[src/rtl/dilated_tap_cache.sv]
// Circular activation cache between two conv1d layers: stores each 4-channel
// sample and presents the dilated causal taps at offsets 3D, 2D, D and 0.
module dilated_tap_cache #(
    parameter int W        = 16,
    parameter int DILATION = 1
) (
    input  logic                clk,
    input  logic                rst,
    input  logic                in_v,
    input  logic signed [W-1:0] in_data [0:3],
    output logic signed [W-1:0] a0 [0:3],
    output logic signed [W-1:0] a1 [0:3],
    output logic signed [W-1:0] a2 [0:3],
    output logic signed [W-1:0] a3 [0:3],
    output logic                out_v,
    output logic                busy,
    output logic                overflow
);
    localparam int DEPTH = 3 * DILATION + 1;
    localparam int AW    = $clog2(DEPTH);
    localparam int FW    = $clog2(DEPTH + 1);
    localparam int SW    = 4 * W;

    typedef enum logic [1:0] {IDLE, WRITE, READ, VALID} state_t;

    state_t        state;
    state_t        state_next;
    logic [SW-1:0] mem [DEPTH];
    logic [SW-1:0] in_reg;
    logic [SW-1:0] rd_data_p0;
    logic [AW-1:0] wr_ptr;
    logic [AW-1:0] base;
    logic [AW-1:0] off;
    logic [AW-1:0] rd_addr;
    logic [FW-1:0] fill;
    logic [1:0]    idx;
    logic [1:0]    rd_lane_p0;
    logic          rd_v_p0;
    logic          rd_zero_p0;
    logic          accept;

    function automatic logic [AW-1:0] tap_offset(input logic [1:0] i);
        case (i)
            2'd0:    tap_offset = AW'(3 * DILATION);
            2'd1:    tap_offset = AW'(2 * DILATION);
            2'd2:    tap_offset = AW'(DILATION);
            default: tap_offset = '0;
        endcase
    endfunction

    // True result is always below DEPTH, so modular AW-bit arithmetic is exact.
    function automatic logic [AW-1:0] wrap_sub(input logic [AW-1:0] b, input logic [AW-1:0] o);
        wrap_sub = (b >= o) ? (b - o) : (b + AW'(DEPTH) - o);
    endfunction

    assign busy    = (state == WRITE) || (state == READ);
    assign accept  = in_v && !busy;
    assign off     = tap_offset(idx);
    assign rd_addr = wrap_sub(base, off);

    always_ff @(posedge clk or posedge rst) begin
        if (rst) state <= IDLE;
        else     state <= state_next;
    end

    always_comb begin
        state_next = state;
        case (state)
            IDLE:    if (in_v) state_next = WRITE;
            WRITE:   state_next = READ;
            READ:    if (idx == 2'd3) state_next = VALID;
            VALID:   if (in_v) state_next = WRITE;
            default: state_next = IDLE;
        endcase
    end

    always_ff @(posedge clk or posedge rst) begin
        if (rst) begin
            wr_ptr     <= '0;
            base       <= '0;
            fill       <= '0;
            idx        <= '0;
            out_v      <= 1'b0;
            overflow   <= 1'b0;
            rd_v_p0    <= 1'b0;
            rd_lane_p0 <= '0;
            rd_zero_p0 <= 1'b0;
            for (int ch = 0; ch < 4; ch++) begin
                a0[ch] <= '0;
                a1[ch] <= '0;
                a2[ch] <= '0;
                a3[ch] <= '0;
            end
        end else begin
            if (in_v && busy) overflow <= 1'b1;
            rd_v_p0 <= 1'b0;

            if (state == WRITE) begin
                base   <= wr_ptr;
                wr_ptr <= (wr_ptr == AW'(DEPTH - 1)) ? '0 : wr_ptr + 1'b1;
                if (fill != FW'(DEPTH)) fill <= fill + 1'b1;
                out_v  <= 1'b0;
                idx    <= '0;
            end

            // Read issue: lane tag and causal-padding flag travel with the read
            if (state == READ) begin
                idx        <= idx + 1'b1;
                rd_v_p0    <= 1'b1;
                rd_lane_p0 <= idx;
                rd_zero_p0 <= (FW'(off) >= fill);
            end

            // Capture: one tap per cycle, newest tap last raises out_v
            if (rd_v_p0) begin
                for (int ch = 0; ch < 4; ch++) begin
                    case (rd_lane_p0)
                        2'd0:    a0[ch] <= rd_zero_p0 ? '0 : rd_data_p0[ch*W +: W];
                        2'd1:    a1[ch] <= rd_zero_p0 ? '0 : rd_data_p0[ch*W +: W];
                        2'd2:    a2[ch] <= rd_zero_p0 ? '0 : rd_data_p0[ch*W +: W];
                        default: a3[ch] <= rd_zero_p0 ? '0 : rd_data_p0[ch*W +: W];
                    endcase
                end
                if (rd_lane_p0 == 2'd3) out_v <= 1'b1;
            end
        end
    end

    always_ff @(posedge clk) begin
        if (accept) begin
            for (int ch = 0; ch < 4; ch++) in_reg[ch*W +: W] <= in_data[ch];
        end
        if (state == WRITE) mem[wr_ptr] <= in_reg;
        if (state == READ)  rd_data_p0  <= mem[rd_addr];
    end
endmodule

[config.mk]
export PLATFORM = sky130hd
export DESIGN_NAME = dilated_tap_cache
export DESIGN_NICKNAME = d
export VERILOG_FILES = /design/src/rtl/dilated_tap_cache.sv
export SDC_FILE = /design/constraint.sdc
export NUM_CORES = 1
export LEC_CHECK = 0
export BUFFER_PORTS_ARGS = -buffer_cell sky130_fd_sc_hd__clkbuf_2
export CORE_ASPECT_RATIO = 1.2
export CORE_MARGIN = 2
export CORE_UTILIZATION = 35
export DETAILED_ROUTE_END_ITERATION = 8
export GPL_TIMING_DRIVEN = 1
export MAX_ROUTING_LAYER = met4
export SLEW_MARGIN = 30
export SYNTH_ARGS = -nofsm -noshare
export SYNTH_HDL_FRONTEND = slang
export SYNTH_SLANG_ARGS = --single-unit
[constraint.sdc]
create_clock -name clk -period 24.2 [get_ports clk]
set_clock_uncertainty 0.05 [all_clocks]
set_input_delay 1.21 -clock clk [delete_from_list [all_inputs] [get_ports clk]]
set_output_delay 1.21 -clock clk [all_outputs]
set_load 0.005 [all_outputs]
## Word-level counts from Yosys, hierarchy flattened

Memory sizes are Yosys's and may differ from the RTL's. A register that Yosys moved wholly into a read port is not among the register bits.
Cells that the tools add are included.

| storage, ports and cells | value |
|---|---|
| bits in registers | 337 |
| RAM bits | 256 |
| bits of input ports | 67 |
| logic and storage cells | 80 |
| memories kept | 1 |

Memory list:

| memory | words | bits a word | rd ports | clocked after Yosys merged registers in | write ports | line | text |
|---|---|---|---|---|---|---|---|
| mem | 4 | 64 | 1 | 1 | 1 | 28 | `logic [SW-1:0] mem [DEPTH];` |

| cells by class | value |
|---|---|
| $add $sub $neg | 4 |
| order comparisons | 1 |
| eq/ne operators | 13 |
| multiplexer cells | 17 |
| bitwise logic cells | 1 |
| reductions and logical operators | 16 |

Operator list:

| operator | count |
|---|---|
| $mux W16 | 4 |
| $eq A2 B2 Y1 const B | 7 |
| $pmux W2 S3 | 2 |
| $reduce_and A2 Y1 | 6 |
| $mux W2 | 5 |
| $eq A2 B1 Y1 const B | 3 |
| $logic_not A2 Y1 | 3 |
| $mux W1 | 6 |
| $add A2 B1 Y2 const B | 2 |
| $ne A2 B1 Y1 const B | 2 |
| $add A3 B1 Y3 const B | 1 |
| $ge A2 B3 Y1 | 1 |
| $ne A3 B3 Y1 const B | 1 |
| $reduce_or A3 Y1 | 1 |
| $logic_and A1 B1 Y1 | 2 |
| $reduce_bool A2 Y1 | 1 |
| $reduce_or A2 Y1 | 1 |
| $sub A2 B2 Y2 | 1 |
| $logic_not A1 Y1 | 1 |
| $logic_or A1 B1 Y1 | 1 |
| $not A1 Y1 | 1 |

## Longest topological paths before layout

| logic depth | value |
|---|---|
| word-level depth | 4 |
| depth in mapped cells | 9 |

## Worst setup path before layout

Ideal clock, no wire load.

| path | value |
|---|---|
| kind | input-to-reg |
| from | input in_v |
| to | register in_reg[0], enable pin |
| library setup time | 0.487 ns |
| arrival | 3.953 ns |
| setup slack | 19.710 ns |
| stages on the path | 2 |
| cells stage by stage | inv_1 > nor2_1 |

| on the way | value |
|---|---|
| longest elaborated chain between the ends | 1 |

Ends and longest elaborated chain:

| item | line | text |
|---|---|---|
| start, declared | 9 | `input logic in_v,` |
| $logic_and A1 B1 Y1 | 57 | `assign accept = in_v && !busy;` |
| named net accept | 40 | `logic accept;` |
| end, declared | 29 | `logic [SW-1:0] in_reg;` |

The timed path passes the listed nets, and every way through them passes these cells.
A chain may end at the register's enable or synchronous reset.

## Final worst setup path

| path | value |
|---|---|
| from | register idx[0] |
| to | register rd_data_p0[39], read port of mem (data pin) |

| on the way | value |
|---|---|
| longest elaborated chain between the ends | 3 |

Ends and longest elaborated chain:

| item | line | text |
|---|---|---|
| start, declared | 36 | `logic [1:0] idx;` |
| start signal, assigned | 108 | `idx <= idx + 1'b1;` |
| $eq A2 B2 Y1, or another cell as far along | 43 | `case (i)` |
| $pmux W2 S3 (*) | 43 |  |
| $sub A2 B2 Y2 (*) | 53 | `wrap_sub = (b >= o) ? (b - o) : (b + AW'(DEPTH) - o);` |
| end, declared | 30 | `logic [SW-1:0] rd_data_p0;` |

Every way passes the cells marked *; elsewhere a longest branch is shown, timed or not.

==> out/summary.txt <==
Async SR Flop Fraction = 0.4155
global-route wire length before repair = 80.05 mm
CP Class = reg -> reg
Initial Util = 0.3527
pin slew with the least headroom to its limit = 0.9421 ns
Rel. slew slack = 0.3719
Worst Path Arrival = 3.48 ns
leading area contributor after synthesis = edfxtp_1
clock buffer depth = 3
Peak VDD IR = 0.1292 mV
Syn. warnings = 0
sequential cell area = 18,360 sq um
CP peak stage delay = 0.69 ns
max_cap viols = 0
Die Y = 288.7 um
Wirelength per Cell = 19.45 um
met2 Track Usage GR = 0.2417
Die W = 241.2 um
routability cong. = 0.8024
Final Hold Viols = 0
H-tree depth = 2
Sw Share = 0.3100
CTS Buf Count = 60
Clk Latency, worst-skew pair = 0.64 ns
cell at the slowest stage of the critical path = buf_4
top-count cell post-synth = edfxtp_1
Multi-input gate area = 4901 sq um
die area = 69,630 sq um
Placed Cells = 2,618
fin crit share = 0.1309
DRT iter0 DRCs = 832
IO Pins = 326
Gate Count Post-Synth = 1,452
prevailing post-synth register cell = edfxtp_1
GRT busiest layer = met2
startpoint types = register
TritonCTS Sinks = 657
Core Region = 67,010 sq um
TritonCTS clock tree = done
DP Wirelength = 35.41 mm
Post-Syn Area = 23,630 sq um
number of global-route vias before repair = 12,800
final cell count without fillers = 2,736
unrepaired setup endpoints after global routing = false
fmax = 315.7 MHz
DRT Pass-1 Iters = 7
Antenna Nets Post-Route = 0
sequential fraction of design power = 0.477
most used cell, CP = inv_1
combinational power share = 0.263
max FFs per register = 256
Pleak = 11.49 nW
drt via density = 4.667
total gr overflow = 0
PostCTS Resize Cnt = 0
Setup violations, final = 0
GR Layer Usage met1 = 0.2071
Root Driver = clkbuf_16
list of most frequent post-synthesis cells = 384 x edfxtp_1, 273 x dfrtp_1, 263 x nand2_1, 263 x o21ai_1, 65 x nand2b_1
top post-synthesis cells by area = edfxtp_1 49%, dfrtp_1 29%, mux4_1 7.1%
min Tclk post-route = 3.168 ns
vias = 12,770
share of cells above drive strength 1 = 0.2475
post-synth cell types = 31
P_int = 2.521 mW
drt drc = 0
Tot GR Track Use = 0.1573
Top reg by flops = mem
clk slew on worst S/H paths = 0.06 ns
post-CTS setup buffer count = 0
largest net degree at the start of global routing = 143
EDFF count, synth = 384
CP Cell Sequence = inv_1 > ha_1 > nor2_1 > inv_1 > ha_4 > buf_4 > mux4_1
Worst Path Required = 24.51 ns
outcome = finished, final reports clean
Clock power frac = 0.259
average size of a mapped cell = 16.28 sq um
hold crit path type = reg -> reg
P per Cell Area = 129.3 nW/um^2
Nets = 1,862
final wirelength = 53.20 mm
switching power = 1.132 mW
P&R area growth vs syn = 19.58%
top cell type's share of synthesized area = 0.4879
sequential fraction of the synthesis area = 0.7770
Slew Limit Fails = 0
met3 GRT Util = 0.03154
#FFs+latches synth = 657
net count after synthesis = 1,535
# rows = 104
Fillers = 6,044
I/O Buffers = 325
hold_buf cts = 0
Max FO, Critical Path = 46
CP endpoint kind = register
setup TNS = 0 ns
initial antenna violation count = 6
-- kinds of logic (layout without fill, tap and decap cells) --
kind of cell             Yosys count  in the layout  synth area share
adder cells (fa/ha/maj)           16             16          0.008471
multiplexers                      68             68           0.07301
AO/OA/AOI/OAI                    273            273           0.05877
AND/OR/NAND/NOR                  342            342           0.06247
XOR/XNOR                           3              3          0.002224
flip-flops                       657            657            0.7770
buffers and inverters             93            471           0.01805
other                              0              5                 0
-- worst max-delay path, delay by kind of cell (launching register included) --
family / cells / cell delay [ns]
buf+inv: 3 / 0.89
fa+ha+maj: 2 / 0.74
mux: 1 / 0.65
flops: 1 / 0.39
simple gates: 1 / 0.16
-- worst paths after layout --
kind	start	to	slack, ns	cells past startpoint
worst max-delay path	idx[0]	rd_data_p0[39]	21.03	7
worst min-delay path	a2[41]	a2[41]	0.43	2
worst max register to register	idx[0]	rd_data_p0[39]	21.03	7
worst min register to register	a2[41]	a2[41]	0.43	2
max in group asynchronous	rst	a3[43]	22.21	3
min in group asynchronous	rst	a3[47]	0.64	2
-- through the flow --
stage	util	setup slack, ns	hold WS (ns)	instance area (sq um)	power [mW]
3_5_place_dp	0.3913	20.95	0.4244	26230	2.766
2_1_floorplan	-	15.42	0.4010	23630	2.361
6_report	0.4217	21.03	0.4329	28260	3.653
4_1_cts	0.4213	20.97	0.4386	28230	3.721
3_3_place_gp	0.3912	21.00	0.4162	26210	2.725
5_1_grt	0.4217	20.90	0.4486	28260	3.864
-- layout make-up --
type | instances | share of cell area
clock buffer | 76 | 0.05782
inverter | 16 | 0.002568
multi-input combinational | 702 | 0.1734
sequential | 657 | 0.6498
antenna | 5 | 0.0004428
clock inverter | 37 | 0.01328
tap | 901 | 0.03989
timing repair buffer | 342 | 0.06274
-- metal layers --
metal / share of wire / routed length (um)
met5: 0 / 0
met3: 0.055 / 2914
met4: 0.032 / 1717
met2: 0.47 / 25230
met1: 0.44 / 23340
-- cells in the final DEF (no fill, tap or decap), types with 3 or more instances in the layout --
cell type	netlist	final
a21oi_1	3	3
clkbuf_8	0	3
clkinv_2	0	17
clkbuf_1	38	11
nand2_1	263	263
buf_6	6	5
clkbuf_16	0	62
ha_1	16	14
diode_2	0	5
clkinvlp_4	0	3
dfrtp_1	273	272
bufinv_16	0	5
clkbuf_2	0	325
o21ai_1	263	263
edfxtp_1	384	384
mux2_1	3	3
clkinv_1	0	6
mux4_1	64	64
inv_1	15	14
and2_4	0	4
buf_4	0	12
nand2b_1	65	65
-- power groups by stage --
stage                     sequential (mW)  combinational (mW)  clock, mW
after floorplan                      1.72               0.639          0
after global placement               1.76               0.969          0
after detailed placement             1.77               0.996          0
after CTS                            1.75               0.999      0.975
after global routing                 1.78                1.07       1.02
final                                1.74               0.962      0.948
Note: power is estimated with default switching activity, not from simulation.
